**src/rtl/seq_restoring_divider.sv**
```systemverilog
// Multi-cycle unsigned restoring divider, one quotient bit per clock, valid/ready in and out.
// Optional SEQ_DIV_ZERO_FAST_EN: a zero divisor finishes after a single CALC cycle.
module seq_restoring_divider #(
  parameter int WIDTH = 8
) (
  input  logic             clk,
  input  logic             rst_n,
  input  logic             in_valid,
  output logic             in_ready,
  input  logic [WIDTH-1:0] a,
  input  logic [WIDTH-1:0] b,
  output logic             out_valid,
  input  logic             out_ready,
  output logic [WIDTH-1:0] q,
  output logic [WIDTH-1:0] r,
  output logic             div_by_zero
);

  localparam int CW = (WIDTH > 2) ? $clog2(WIDTH) : 1;

  typedef enum logic [1:0] {IDLE, CALC, DONE} state_t;

  state_t           state_q, state_d;
  logic [WIDTH-1:0] dq_q, dq_d;     // dividend shifts out the top, quotient shifts in the bottom
  logic [WIDTH-1:0] div_q, div_d;
  logic [WIDTH-1:0] pr_q, pr_d;
  logic [CW-1:0]    cnt_q, cnt_d;
  logic             dbz_q, dbz_d;
  logic             in_ready_q, in_ready_d;
  logic             out_valid_q, out_valid_d;
  logic [WIDTH:0]   pr_shift, diff;
  logic             zero_fast;

`ifdef SEQ_DIV_ZERO_FAST_EN
  assign zero_fast = dbz_q;
`else
  assign zero_fast = 1'b0;
`endif

  always_comb begin
    state_d     = state_q;
    dq_d        = dq_q;
    div_d       = div_q;
    pr_d        = pr_q;
    cnt_d       = cnt_q;
    dbz_d       = dbz_q;
    pr_shift    = {pr_q, dq_q[WIDTH-1]};
    diff        = pr_shift - {1'b0, div_q};
    case (state_q)
      IDLE: begin
        if (in_valid) begin
          dq_d    = a;
          div_d   = b;
          pr_d    = '0;
          cnt_d   = '0;
          dbz_d   = (b == '0);
          state_d = CALC;
        end
      end
      CALC: begin
        if (zero_fast) begin
          // dq_q still holds the untouched dividend on the first CALC cycle
          dq_d    = '1;
          pr_d    = dq_q;
          state_d = DONE;
        end else begin
          if (!diff[WIDTH]) begin
            pr_d = diff[WIDTH-1:0];
            dq_d = {dq_q[WIDTH-2:0], 1'b1};
          end else begin
            pr_d = pr_shift[WIDTH-1:0];
            dq_d = {dq_q[WIDTH-2:0], 1'b0};
          end
          cnt_d = cnt_q + CW'(1);
          if (cnt_q == CW'(WIDTH - 1)) state_d = DONE;
        end
      end
      DONE: begin
        if (out_ready) state_d = IDLE;
      end
      default: state_d = IDLE;
    endcase
    in_ready_d  = (state_d == IDLE);
    out_valid_d = (state_d == DONE);
  end

  always_ff @(posedge clk or negedge rst_n) begin
    if (!rst_n) begin
      state_q     <= IDLE;
      dq_q        <= '0;
      div_q       <= '0;
      pr_q        <= '0;
      cnt_q       <= '0;
      dbz_q       <= 1'b0;
      in_ready_q  <= 1'b1;
      out_valid_q <= 1'b0;
    end else begin
      state_q     <= state_d;
      dq_q        <= dq_d;
      div_q       <= div_d;
      pr_q        <= pr_d;
      cnt_q       <= cnt_d;
      dbz_q       <= dbz_d;
      in_ready_q  <= in_ready_d;
      out_valid_q <= out_valid_d;
    end
  end

  assign in_ready    = in_ready_q;
  assign out_valid   = out_valid_q;
  assign q           = dq_q;
  assign r           = pr_q;
  assign div_by_zero = dbz_q;

endmodule

```
**config.mk**
```make
export PLATFORM = sky130hd
export DESIGN_NAME = seq_restoring_divider
export DESIGN_NICKNAME = d
export VERILOG_FILES = /design/src/rtl/seq_restoring_divider.sv
export SDC_FILE = /design/constraint.sdc
export NUM_CORES = 1
export LEC_CHECK = 0
export ABC_AREA = 1
export ABC_CLOCK_PERIOD_IN_PS = 1800
export CORE_ASPECT_RATIO = 1.75
export CORE_MARGIN = 1.5
export CORE_UTILIZATION = 55
export CTS_CLUSTER_DIAMETER = 40
export DETAILED_ROUTE_END_ITERATION = 10
export DONT_BUFFER_PORTS = 1
export PLACE_DENSITY = 0.73
export SYNTH_ARGS = -nofsm -noshare
export SYNTH_HDL_FRONTEND = slang
export SYNTH_SLANG_ARGS = --single-unit
```
**constraint.sdc**
```tcl
create_clock -name clk -period 1.8 [get_ports clk]
set_input_delay 0.09 -clock clk [delete_from_list [all_inputs] [get_ports clk]]
set_output_delay 0.09 -clock clk [all_outputs]
set_load 0.01 [all_outputs]
```
# Word level (Yosys, flattened, before mapping)
# Cells that the tools add are included.
[word_totals]
output_inout_bits = 19
wordCells = 33
reg_bits = 32
inputBits = 20
[op_classes]
n_eq_ne = 5
n_reduce_logical = 6
add_sub_neg = 2
n_mux = 12
[ops]
columns = ["operator", "count"]
rows = [
  ["$pmux 8 s2", 2],
  ["$mux 8", 3],
  ["$sub 9x8->9", 1],
  ["$logic_not 8->1", 1],
  ["$mux 2", 3],
  ["$pmux 2 s3", 1],
  ["$pmux 3 s2", 1],
  ["$eq 2x2->1 const B", 2],
  ["$logic_not 2->1", 2],
  ["$reduce_and 2->1", 2],
  ["$add 3x1->3 const B", 1],
  ["$eq 3x3->1 const B", 1],
  ["$mux 3", 1],
  ["$eq 2x1->1 const B", 1],
  ["$ne 2x2->1 const B", 1],
  ["$reduce_bool 2->1", 1],
  ["$mux 1", 1],
]

# Depth between registers and ports, before layout
[logic_depth]
depth_word = 4
ltp_mapped = 14
depth_no_buf = 14

# Worst setup path before layout
# OpenSTA, ideal clock, no wires.
[synth_path]
kind = "reg2reg"
startpoint = "register dq_q[7], in the netlist q[7]"
endpoint = "register pr_q[7], in the netlist r[7]"
t_required_ps = 1684
arrival_ps = 1762
setup_ps = 116
stages_incl_launch_ff = 15
path_buffers = 0
period_less_slack_ps = 1878
path_slack_ps = -78
cell_sequence = "dfrtp_1 inv_1 ha_1 inv_1 fa_1 nand2_1 nand2_1 nand3_2 nand2_2 nand2_4 nand2_8 nand2_2 nand2_1 nand2_1 nand2_1"
[synth_via]
elab_chain_len = 3
[synth_lines]
columns = ["item", "line", "rtl"]
rows = [
  ["start, declared", "24", "logic [WIDTH-1:0] dq_q, dq_d;"],
  ["start signal, assigned", "99", "dq_q <= dq_d;"],
  ["$sub 9x8->9", "48", "diff = pr_shift - {1'b0, div_q};"],
  ["$mux 8", "67", "if (!diff[WIDTH]) begin"],
  ["$pmux 8 s2", "49", "case (state_q)"],
  ["end signal, assigned", "101", "pr_q <= pr_d;"],
  ["end, declared", "26", "logic [WIDTH-1:0] pr_q, pr_d;"],
]
# No other way between the ends.
# A chain may end at the register's enable or synchronous reset.

# Worst setup path after layout
# Ends and elaborated chain as after synthesis.

==> results.yml <==
synthesis:
  synth.avg_cell_area_um2: 8.08
  syn_area_um2: 1870
  synth_nets: 262
  yosys.area.top_type: "dfrtp_1"
  synth_warnings: 0
  synth_top_area_share_pct: 41.6
  syn_inst: 231
  ys_seq_area_share_pct: 43.0
  synth_cell_types: 29
  synth-seq-cells: 32
  synth.area.top_cells: "dfrtp_1 (42%), nand2_1 (15%), ha_1 (6.7%)"
setup_path:
  crit_top_cell: "nand2_1"
  r2r.worst_path.cells: 14
  crit_slowest_cell: "dfrtp_1"
  cp_data_arrival_time_ns: 2.00
  crit_family: "simple AND/OR/NAND/NOR gates"
  crit_path_end_kind: "flop"
  critPathBufInv: 2
  start_kind: "flop"
  slowest_delay_ns: 0.38
  crit_cells: 14
  crit_chain: "inv_2 > ha_4 > inv_2 > fa_2 > nand2_1 > nand2_1 > nand3_2 > nand2_2 > nand2_4 > nand2_8 > nand2_2 > nand2_1 > nand2_1 > nand2_1"
  required_ns: 1.99
  cp_max_fo: 9
  crit_type: "reg -> reg"
finish:
  area_growth_pct: 24.7
  drive_gt1_share_pct: 19.0
  fin_cells: 311
  final_common_cell: "nand2_1"
  layout_common_cells: "nand2_1 (72), dfrtp_1 (31), o21ai_1 (20)"
  diodes: 0
  nFillCells: 269
  fin_nets: 298
grt:
  grt_usage_pct: 27.4
  antenna_found_initial: 0
  grt_pass1_vias: 1623
  grt-ovfl-total: 0
  grt_pass1_wl_um: 7200
  grt_start_max_net_pins: 33
worst_hold_path:
  worstHoldPathType: "in -> reg"
  hold_path_depth: 2
floorplan:
  core_um2: 3180
  die_h_um: 80.0
  rows: 27
  initial_core_util_pct: 58.7
  dieArea_um2: 3760
  die-width_um: 47.0
  pin_count: 39
power:
  pwr-share-comb_pct: 61.6
  clkPwrFrac_pct: 13.0
  irDropWorstVdd_v: 0.00171
  seqPwrFrac_pct: 25.4
  p_leak_nw: 1.16
  p_int_mw: 2.82
  switchingPower_mw: 2.52
  netSwitchingFraction_pct: 47.1
  power_density_nw_per_um2: 2300
timing:
  rsz0062_at_grt: "yes"
  timing.final.crit_period_ns: 1.81
  setup_viol: 2
  relSlewSlack_pct: 79.3
  fin_crit_sh_pct: 100
  fmax_mhz: 554
  setup_slack_ns: -0.00504
  hold_ws_ns: 0.00353
  slew_viol_final: 0
  tightest_slew_ns: 0.310
  hold_violations: 0
  fin_skew_ns: 0.00669
clock_tree:
  path_clk_slew_ns: 0.07
  numCtsBuffers: 5
  postCtsSetupRepairBufs: 0
  htreeDepth: 2
  clk_latency_ns: 0.29
  cts_tree: "built"
  cts_root_buffer: "clkbuf_8"
  clk_path_buf_depth: 2
  clock_sinks: 32
route:
  ant_nets: 0
  drt_iter0_drc: 40
  firstDrtPassIters: 4
  wl_met3_um: 171
  wl_met2_um: 2460
  via_per_inst: 5.26
  highest_layer: "met4"
  wl_per_cell_um: 14.3
  routed_wl_um: 4450
  drc_errors: 0
  met1_length_um: 1630
  via_count: 1635
run_status:
  violations: "negative setup slack"
  status: "finished with violations"
run:
  max-cap-violations: 0
placed_design:
  dp.cells: 284
  port_buffers: 0
  post-dp-hpwl_um: 3130
  pre_cts_ws_ns: -0.0295
  gp_congestion: 0.921
[cells by family after synthesis]
| group | Yosys count | share of synthesized area, % |
|---|---|---|
| AOI/OAI and AO/OA | 31 | 9.66 |
| xor gates and xnor gates | 3 | 1.41 |
| adders and majority gates | 11 | 7.78 |
| buffers and inverters | 30 | 6.77 |
| DFF | 32 | 43.0 |
| and+or+nand+nor | 124 | 31.4 |
[cell usage after synthesis]
library cell and number:
a22o_1 2, nand3_2 1, inv_2 5, o31ai_1 2, fa_1 1, buf_2 2
nand2_8 1, dfstp_2 1, nand2_4 2, nand2_2 5, nand4_1 1, nand3_4 1
inv_1 21, ha_1 10, o21ai_1 20, xnor2_1 3, nor2_2 3, nand3_1 13
buf_4 1, a21oi_1 5, or2_0 1, a21oi_4 1, dfrtp_1 31, nand3b_1 7
o22ai_1 1, buf_6 1, nor3_1 1, nor2_1 14, nand2_1 74
[stage by stage]
stage	instance area (um2)	utilization (%)	power, mW	setup TNS [ns]
2_1_floorplan	1880	-	3.78	0
3_3_place_gp	2010	63.3	4.52	0
3_5_place_dp	2010	63.3	4.57	-0.0779
4_1_cts	2310	72.8	5.36	-0.0415
5_1_grt	2330	73.2	5.89	-1.14
6_report	2330	73.2	5.34	-0.00705
[sequential cells by signal, summed over array words and instances, names as in the netlist]
register / flops
in_ready: 1
div_by_zero: 1
div_q: 8
r: 8
q: 8
cnt_q: 3
state_q: 2
out_valid: 1
[power groups by stage]
stage / clock network, mW / registers [mW] / logic (mW)
6_report: 0.692 / 1.36 / 3.29
5_1_grt: 0.737 / 1.40 / 3.76
4_1_cts: 0.699 / 1.36 / 3.31
3_5_place_dp: 0 / 1.37 / 3.20
3_3_place_gp: 0 / 1.36 / 3.15
2_1_floorplan: 0 / 1.39 / 2.39
[what timing repair did]
item                       in CTS  in global routing
hold buffers                   17                  1
gates cloned                    1                  0
pin swaps                       1                  1
setup endpoints to repair       4                 10
hold endpoints to repair       49                  1
resized for setup               1                  2
[layout make-up]
| type | instances | area (um2) | area share (%) |
|---|---|---|---|
| Multi-Input combinational cell | 170 | 966 | 41.5 |
| Sequential cell | 32 | 802 | 34.5 |
| Timing Repair Buffer | 32 | 295 | 12.7 |
| Inverter | 26 | 97.6 | 4.20 |
| Clock buffer | 5 | 68.8 | 2.96 |
| Tap cell | 43 | 53.8 | 2.31 |
| Clock inverter | 3 | 42.5 | 1.83 |
[worst reg2reg max path, delay by kind of cell (launching register included)]
kind / cells / cell delay, ns
and+or+nand+nor: 10 / 0.71
adders and majority gates: 2 / 0.48
DFF: 1 / 0.38
buffers and inverters: 2 / 0.12
[metal layers]
metal / track usage (%) / up-vias
met3: 6.11 / 16
li1: - / 823
met2: 46.7 / 38
met5: 0 / -
met4: 15.0 / 0
met1: 29.2 / 758
[worst paths after layout]
kind,startpoint,endpoint,slack (ns)
hold / removal,a[5],q[5],0.004
max in group asynchronous,rst_n,in_ready,1.33
setup / recovery,q[7],r[7],-0.005
setup reg to reg,q[7],r[7],-0.005
hold reg to reg,cnt_q[0],cnt_q[0],0.49
min in group asynchronous,rst_n,r[0],0.22
Power figures use the tool's default switching activity.
